`config.mk`:
```
export PLATFORM = sky130hd
export DESIGN_NAME = alu_secuencial
export DESIGN_NICKNAME = d
export VERILOG_FILES = /design/src/rtl/alu_pkg.sv /design/src/rtl/mul_secuencial.sv /design/src/rtl/alu_secuencial.sv
export SDC_FILE = /design/constraint.sdc
export NUM_CORES = 1
export LEC_CHECK = 0
export BUFFER_PORTS_ARGS = -buffer_cell sky130_fd_sc_hd__buf_4
export CAP_MARGIN = 30
export CORE_ASPECT_RATIO = 0.9
export CORE_MARGIN = 2
export CORE_UTILIZATION = 34
export CTS_CLUSTER_SIZE = 12
export DETAILED_ROUTE_END_ITERATION = 16
export MAX_ROUTING_LAYER = met4
export PLACE_DENSITY = 0.52
export REMOVE_ABC_BUFFERS = 1
export SYNTH_ARGS = -nofsm -noshare
export SYNTH_HDL_FRONTEND = slang
export SYNTH_HIERARCHICAL = 1
export SYNTH_SLANG_ARGS = --single-unit
```
`constraint.sdc`:
```
create_clock -name clk -period 8.4 [get_ports clk]
set_input_delay 1.68 -clock clk [delete_from_list [all_inputs] [get_ports clk]]
set_output_delay 1.68 -clock clk [all_outputs]
set_load 0.005 [all_outputs]
```
`src/rtl/alu_pkg.sv`:
```
// Shared opcode encodings and FSM state type for the sequential ALU.
package alu_pkg;

    localparam logic [3:0] OP_ADD   = 4'b0000;
    localparam logic [3:0] OP_SLL   = 4'b0001;
    localparam logic [3:0] OP_AND   = 4'b0010;
    localparam logic [3:0] OP_NEZ   = 4'b0011;
    localparam logic [3:0] OP_GEU   = 4'b0100;
    localparam logic [3:0] OP_PASSB = 4'b0101;
    localparam logic [3:0] OP_SUB   = 4'b0110;
    localparam logic [3:0] OP_OR    = 4'b0111;
    localparam logic [3:0] OP_XOR   = 4'b1000;
    localparam logic [3:0] OP_SRL   = 4'b1001;
    localparam logic [3:0] OP_SRA   = 4'b1010;
    localparam logic [3:0] OP_LTS   = 4'b1011;
    localparam logic [3:0] OP_MUL   = 4'b1100;

    typedef enum logic {
        ST_IDLE = 1'b0,
        ST_MUL  = 1'b1
    } alu_state_e;

endpackage

```
`src/rtl/mul_secuencial.sv`:
```
// Iterative shift-add multiplier datapath: one partial product per enabled cycle,
// WIDTH steps per operation, low WIDTH bits of the product only.
module mul_secuencial #(
    parameter int WIDTH = 32
) (
    input  logic             clk,
    input  logic             rst_n,
    input  logic             start_i,
    input  logic             en_i,
    input  logic [WIDTH-1:0] a_i,
    input  logic [WIDTH-1:0] b_i,
    output logic             last_o,
    output logic [WIDTH-1:0] prod_o
);

    localparam int CNT_W = $clog2(WIDTH) + 1;
    localparam logic [CNT_W-1:0] CNT_LAST = CNT_W'(WIDTH - 1);

    logic [WIDTH-1:0] mcand_q;
    logic [WIDTH-1:0] mplier_q;
    logic [WIDTH-1:0] acc_q;
    logic [WIDTH-1:0] acc_d;
    logic [CNT_W-1:0] cnt_q;

    // Product is exposed pre-register so the final step lands in the result on the same edge.
    assign acc_d  = acc_q + (mplier_q[0] ? mcand_q : '0);
    assign prod_o = acc_d;
    assign last_o = en_i && (cnt_q == CNT_LAST);

    always_ff @(posedge clk or negedge rst_n) begin
        if (!rst_n) begin
            mcand_q  <= '0;
            mplier_q <= '0;
            acc_q    <= '0;
            cnt_q    <= '0;
        end else if (start_i) begin
            mcand_q  <= a_i;
            mplier_q <= b_i;
            acc_q    <= '0;
            cnt_q    <= '0;
        end else if (en_i) begin
            acc_q    <= acc_d;
            mcand_q  <= mcand_q << 1;
            mplier_q <= mplier_q >> 1;
            cnt_q    <= cnt_q + 1'b1;
        end
    end

endmodule

```
`src/rtl/alu_secuencial.sv`:
```
// Multi-cycle ALU: single-cycle ops register in one edge, multiply runs WIDTH
// edges in mul_secuencial; every accepted start yields exactly one done pulse.
module alu_secuencial
    import alu_pkg::*;
#(
    parameter int WIDTH   = 32,
    parameter int SHAMT_W = $clog2(WIDTH)
) (
    input  logic             clk,
    input  logic             rst_n,
    input  logic             start,
    input  logic [3:0]       control,
    input  logic [WIDTH-1:0] A,
    input  logic [WIDTH-1:0] B,
    output logic             busy,
    output logic             done,
    output logic [WIDTH-1:0] result,
    output logic             comp,
    output logic             cero
);

    alu_state_e       state_q;
    logic             busy_q, done_q, comp_q, cero_q;
    logic [WIDTH-1:0] result_q;

    logic [WIDTH-1:0]   res_d;
    logic               comp_d;
    logic [SHAMT_W-1:0] shamt;
    logic               mul_start, mul_en, mul_last;
    logic [WIDTH-1:0]   mul_prod;

    assign shamt = B[SHAMT_W-1:0];

    always_comb begin
        res_d  = '0;
        comp_d = 1'b0;
        case (control)
            OP_ADD:   res_d = A + B;
            OP_SLL:   res_d = A << shamt;
            OP_AND:   res_d = A & B;
            OP_NEZ:   comp_d = (A != '0);
            OP_GEU:   comp_d = (A >= B);
            OP_PASSB: res_d = B;
            OP_SUB:   res_d = A - B;
            OP_OR:    res_d = A | B;
            OP_XOR:   res_d = A ^ B;
            OP_SRL:   res_d = A >> shamt;
            OP_SRA:   res_d = WIDTH'($signed(A) >>> shamt);
            OP_LTS:   comp_d = ($signed(A) < $signed(B));
            default:  res_d = '0;
        endcase
        // Compares report through the low result bit so cero mirrors !comp.
        if (control == OP_NEZ || control == OP_GEU || control == OP_LTS)
            res_d = {{(WIDTH-1){1'b0}}, comp_d};
    end

    assign mul_start = (state_q == ST_IDLE) && start && (control == OP_MUL);
    assign mul_en    = (state_q == ST_MUL);

    mul_secuencial #(.WIDTH(WIDTH)) u_mul (
        .clk     (clk),
        .rst_n   (rst_n),
        .start_i (mul_start),
        .en_i    (mul_en),
        .a_i     (A),
        .b_i     (B),
        .last_o  (mul_last),
        .prod_o  (mul_prod)
    );

    always_ff @(posedge clk or negedge rst_n) begin
        if (!rst_n) begin
            state_q  <= ST_IDLE;
            busy_q   <= 1'b0;
            done_q   <= 1'b0;
            result_q <= '0;
            comp_q   <= 1'b0;
            cero_q   <= 1'b1;
        end else begin
            done_q <= 1'b0;
            case (state_q)
                ST_IDLE: begin
                    if (start) begin
                        if (control == OP_MUL) begin
                            busy_q  <= 1'b1;
                            state_q <= ST_MUL;
                        end else begin
                            result_q <= res_d;
                            comp_q   <= comp_d;
                            cero_q   <= (res_d == '0);
                            done_q   <= 1'b1;
                        end
                    end
                end
                ST_MUL: begin
                    if (mul_last) begin
                        result_q <= mul_prod;
                        comp_q   <= 1'b0;
                        cero_q   <= (mul_prod == '0);
                        done_q   <= 1'b1;
                        busy_q   <= 1'b0;
                        state_q  <= ST_IDLE;
                    end
                end
                default: state_q <= ST_IDLE;
            endcase
        end
    end

    assign busy   = busy_q;
    assign done   = done_q;
    assign result = result_q;
    assign comp   = comp_q;
    assign cero   = cero_q;

endmodule

```
==> results by group <==
Layout
  – Fraction of layout cells with a size suffix above 1: 0.1352
  – Synth-to-Final Area Change: 10.39%
  – Post-Layout Inst Area: 20510 um2
  – Layout Nets: around 2600

Timing
  – Fin. Hold Viols: 0
  – # setup viols final: 0
  – F_max: 0.1526 GHz
  – Setup TNS: 0 ns
  – Worst Clk Skew: 0.01228 ns
  – Slew headroom: 0.2214
  – Period utilization: 0.7800
  – Worst Hold Margin: 0.4805 ns
  – Setup WS post-layout: 1.848 ns
  – Final min period: 6.552 ns
  – RSZ-0062 raised after global routing: false
  – Worst-Margin Slew: 1.168 ns
  – Count of final max-slew check failures: 0

Min path
  – Min-delay worst type: reg -> reg

Floorplanning
  – Starting density of the core: 0.3427
  – Core area: 54220 um2
  – Die Span Y: 225.8 um
  – IO Pins: 107
  – Row count: 81
  – Die Area: roughly 57000 um2
  – Die Wd: 250.4 um

Critical path
  – Critical Path Fanout Max: between 40 and 50
  – CP startpoint kind: input pin
  – Kind of critical path: in -> reg
  – Worst Path Required: between 8 and 9 ns
  – Critical Path Sink Type: flip-flop
  – CP arrival: ~7 ns

CTS
  – CTS hold repair buffers: 0
  – CTS Root Cell: clkbuf_16
  – Setup Fix Bufs, Post-CTS: 0
  – CTS Buf Count: 17
  – H-tree depth: 4
  – CTS tree: done
  – Clk sinks: between 100 and 150
  – CTS clk-pin slew, worst paths: 0.07 ns
  – Clock Latency Late Sink: about 0.49 ns
  – Post-CTS Resized: 0
  – Worst-case clock buffer depth: 2

Power
  – Seq pwr share: 0.287
  – Clock share of power: 0.209
  – P per Cell Area: 180.3 nW/um2
  – Internal power: 0.002002 W
  – Combinational power share: 0.504
  – Switch Pwr: 0.001696 W
  – Peak supply drop: 0.1579 mV
  – Switch share: 0.4587
  – Leakage: 8.780 nW

Placement
  – Final HPWL DP: 74040 um
  – Worst slack at placement: 1.513 ns
  – Placer Congestion: approximately 1.1
  – Area of placed instances: 19920 um2
  – # port buffers: 106

Global routing
  – Antenna violations before repair: 1
  – Gr usage total: 0.3487
  – Final global-route overflow total: 0
  – First-pass GRT wire length: roughly 140000 um
  – Vias in the first global route: 19120
  – Largest net degree at the start of global routing: 89

Route
  – Via count: 20220
  – DRT Pass-1 Iters: 6
  – Vias/cell: 6.532
  – Initial DRC count: around 2500
  – Routed Antenna Nets: 0
  – Avg WL per Cell: 31.46 um
  – Drt total wl: 97360 um
  – Post-route DRC: 0

Synth
  – Synth cell types: 102
  – EDFF count, synth: 0
  – Synthesized area per cell: approximately 8 um2
  – Mapped Cells: 2386
  – Synth Flop Type: dfrtp_1
  – Post-Syn Area: between 15000 and 20000 um2
  – Ys async rst share: 1.000
  – Synth warn: 6
  – Register area share after synthesis: 0.1873
  – Seq cells post-synth: 139

Flow run
  – Max-Cap Viols: 0

Outcome
  – Status: finished, final reports clean
==> worst max-delay path, stage by stage <==
cell and delay [ns]:
buf_4 0.55, ha_1 0.33, inv_1 0.07, fa_1 0.39
nor2b_1 0.17, o21ai_0 0.49, a21oi_1 0.23, nor3_1 0.39
o221ai_1 0.22, a221oi_1 0.66, o2111ai_1 0.32, or4_1 0.53
nor4b_1 0.51, and4b_1 0.29, nand2_1 0.07, o21ai_2 0.07
==> cells in the mapped netlist (all sizes together), types with 19 or more instances <==
library cell,instances,share of area
or3,20,0.0067
mux2,39,0.024
a31oi,24,0.0097
a21oi,167,0.045
clkbuf,120,0.024
buf,65,0.020
o21ai,164,0.045
a21o,33,0.013
o31ai,26,0.011
nor2b,25,0.0084
o22ai,31,0.010
nor2,227,0.046
mux2i,144,0.078
nand4,32,0.011
nor3,50,0.014
and2,39,0.013
a211oi,31,0.013
nand3,51,0.014
mux4,41,0.050
a22oi,22,0.0089
nand2b,19,0.0064
dfrtp,138,0.19
ha,129,0.087
a221oi,21,0.0099
nor4,30,0.010
xnor2,30,0.014
inv,100,0.020
a211o,19,0.0090
nand2,244,0.050
o211ai,31,0.013
==> layout make-up <==
cell class / count / area (um2)
inverters: 106 / 397.9
flip-flops and latches: 139 / 3483
diodes: 1 / 2.502
fillers: 5704 / 33710
repair buffers: 157 / 1212
clock inverters: 12 / 116.4
clock buffers: 19 / 442.9
multi-input cells: 1956 / 13970
well taps: 705 / 882.1
==> cells by family after synthesis <==
| group | share of synthesized area |
|---|---|
| mux | 0.1526 |
| xor+xnor | 0.02168 |
| buf+inv | 0.06539 |
| fa+ha+maj | 0.09010 |
| simple gates | 0.2090 |
| flops | 0.1873 |
| compound gates | 0.2739 |
==> metal layers <==
layer,share of wire,routed length [um],track usage
met5,0,0,-
met2,0.42,40680,0.4928
met1,0.44,43270,0.4753
met4,0.044,4254,0.1536
met3,0.094,9154,0.07480
==> worst paths after layout <==
check	depth (start not counted)	endpoint	from	slack, ns
max	16	cero$_DFFE_PN1P_	B[0]	1.85
min	1	busy$_DFFE_PN0P_	busy$_DFFE_PN0P_	0.48
max reg2reg	16	cero$_DFFE_PN1P_	u_mul/mplier_q[0]$_DFFE_PN0P_	2.93
min reg2reg	1	busy$_DFFE_PN0P_	busy$_DFFE_PN0P_	0.48
max in group asynchronous	3	u_mul/acc_q[7]$_DFFE_PN0P_	rst_n	5.96
min in group asynchronous	1	u_mul/acc_q[29]$_DFFE_PN0P_	rst_n	1.18
==> state kept, by name (all words and copies together), names as in the netlist <==
signal          count
u_mul/mplier_q     32
u_mul/mcand_q      32
done                1
busy                1
mul_en              1
comp                1
cero                1
result             32
u_mul/cnt_q         6
u_mul/acc_q        32
==> per-stage QoR <==
stage / total power, W / cells / util
2_1_floorplan: 0.002130 / 2201 / -
3_3_place_gp: 0.002858 / 3060 / 0.3670
3_5_place_dp: 0.002876 / 3061 / 0.3673
4_1_cts: 0.003673 / 3092 / 0.3776
5_1_grt: 0.003896 / 3095 / 0.3783
6_report: 0.003698 / 3095 / 0.3783
==> power by group through the flow <==
stage / combinational, W / sequential (W) / clock (W)
2_1_floorplan: 0.00108 / 0.00105 / 0
3_3_place_gp: 0.00178 / 0.00108 / 0
3_5_place_dp: 0.00179 / 0.00108 / 0
4_1_cts: 0.00180 / 0.00107 / 0.000800
5_1_grt: 0.00200 / 0.00109 / 0.000813
6_report: 0.00186 / 0.00106 / 0.000774
==> layout by cell type (no fill, tap or decap), types with 22 or more instances in the layout <==
| cell type | count |
|---|---|
| nand2_1 | 243 |
| nor2_1 | 225 |
| a21oi_1 | 164 |
| o21ai_0 | 156 |
| buf_4 | 153 |
| mux2i_1 | 143 |
| dfrtp_1 | 137 |
| ha_1 | 129 |
| inv_1 | 98 |
| nand3_1 | 51 |
| nor3_1 | 48 |
| mux4_2 | 40 |
| and2_1 | 39 |
| mux2_2 | 35 |
| a21o_1 | 33 |
| nand4_1 | 32 |
| o22ai_1 | 31 |
| o211ai_1 | 31 |
| xnor2_1 | 30 |
| a211oi_1 | 29 |
| nor4_1 | 29 |
| nor2b_1 | 25 |
| o31ai_1 | 25 |
| a22oi_1 | 22 |
| a31oi_1 | 22 |
(Power assumes the default switching activity.)
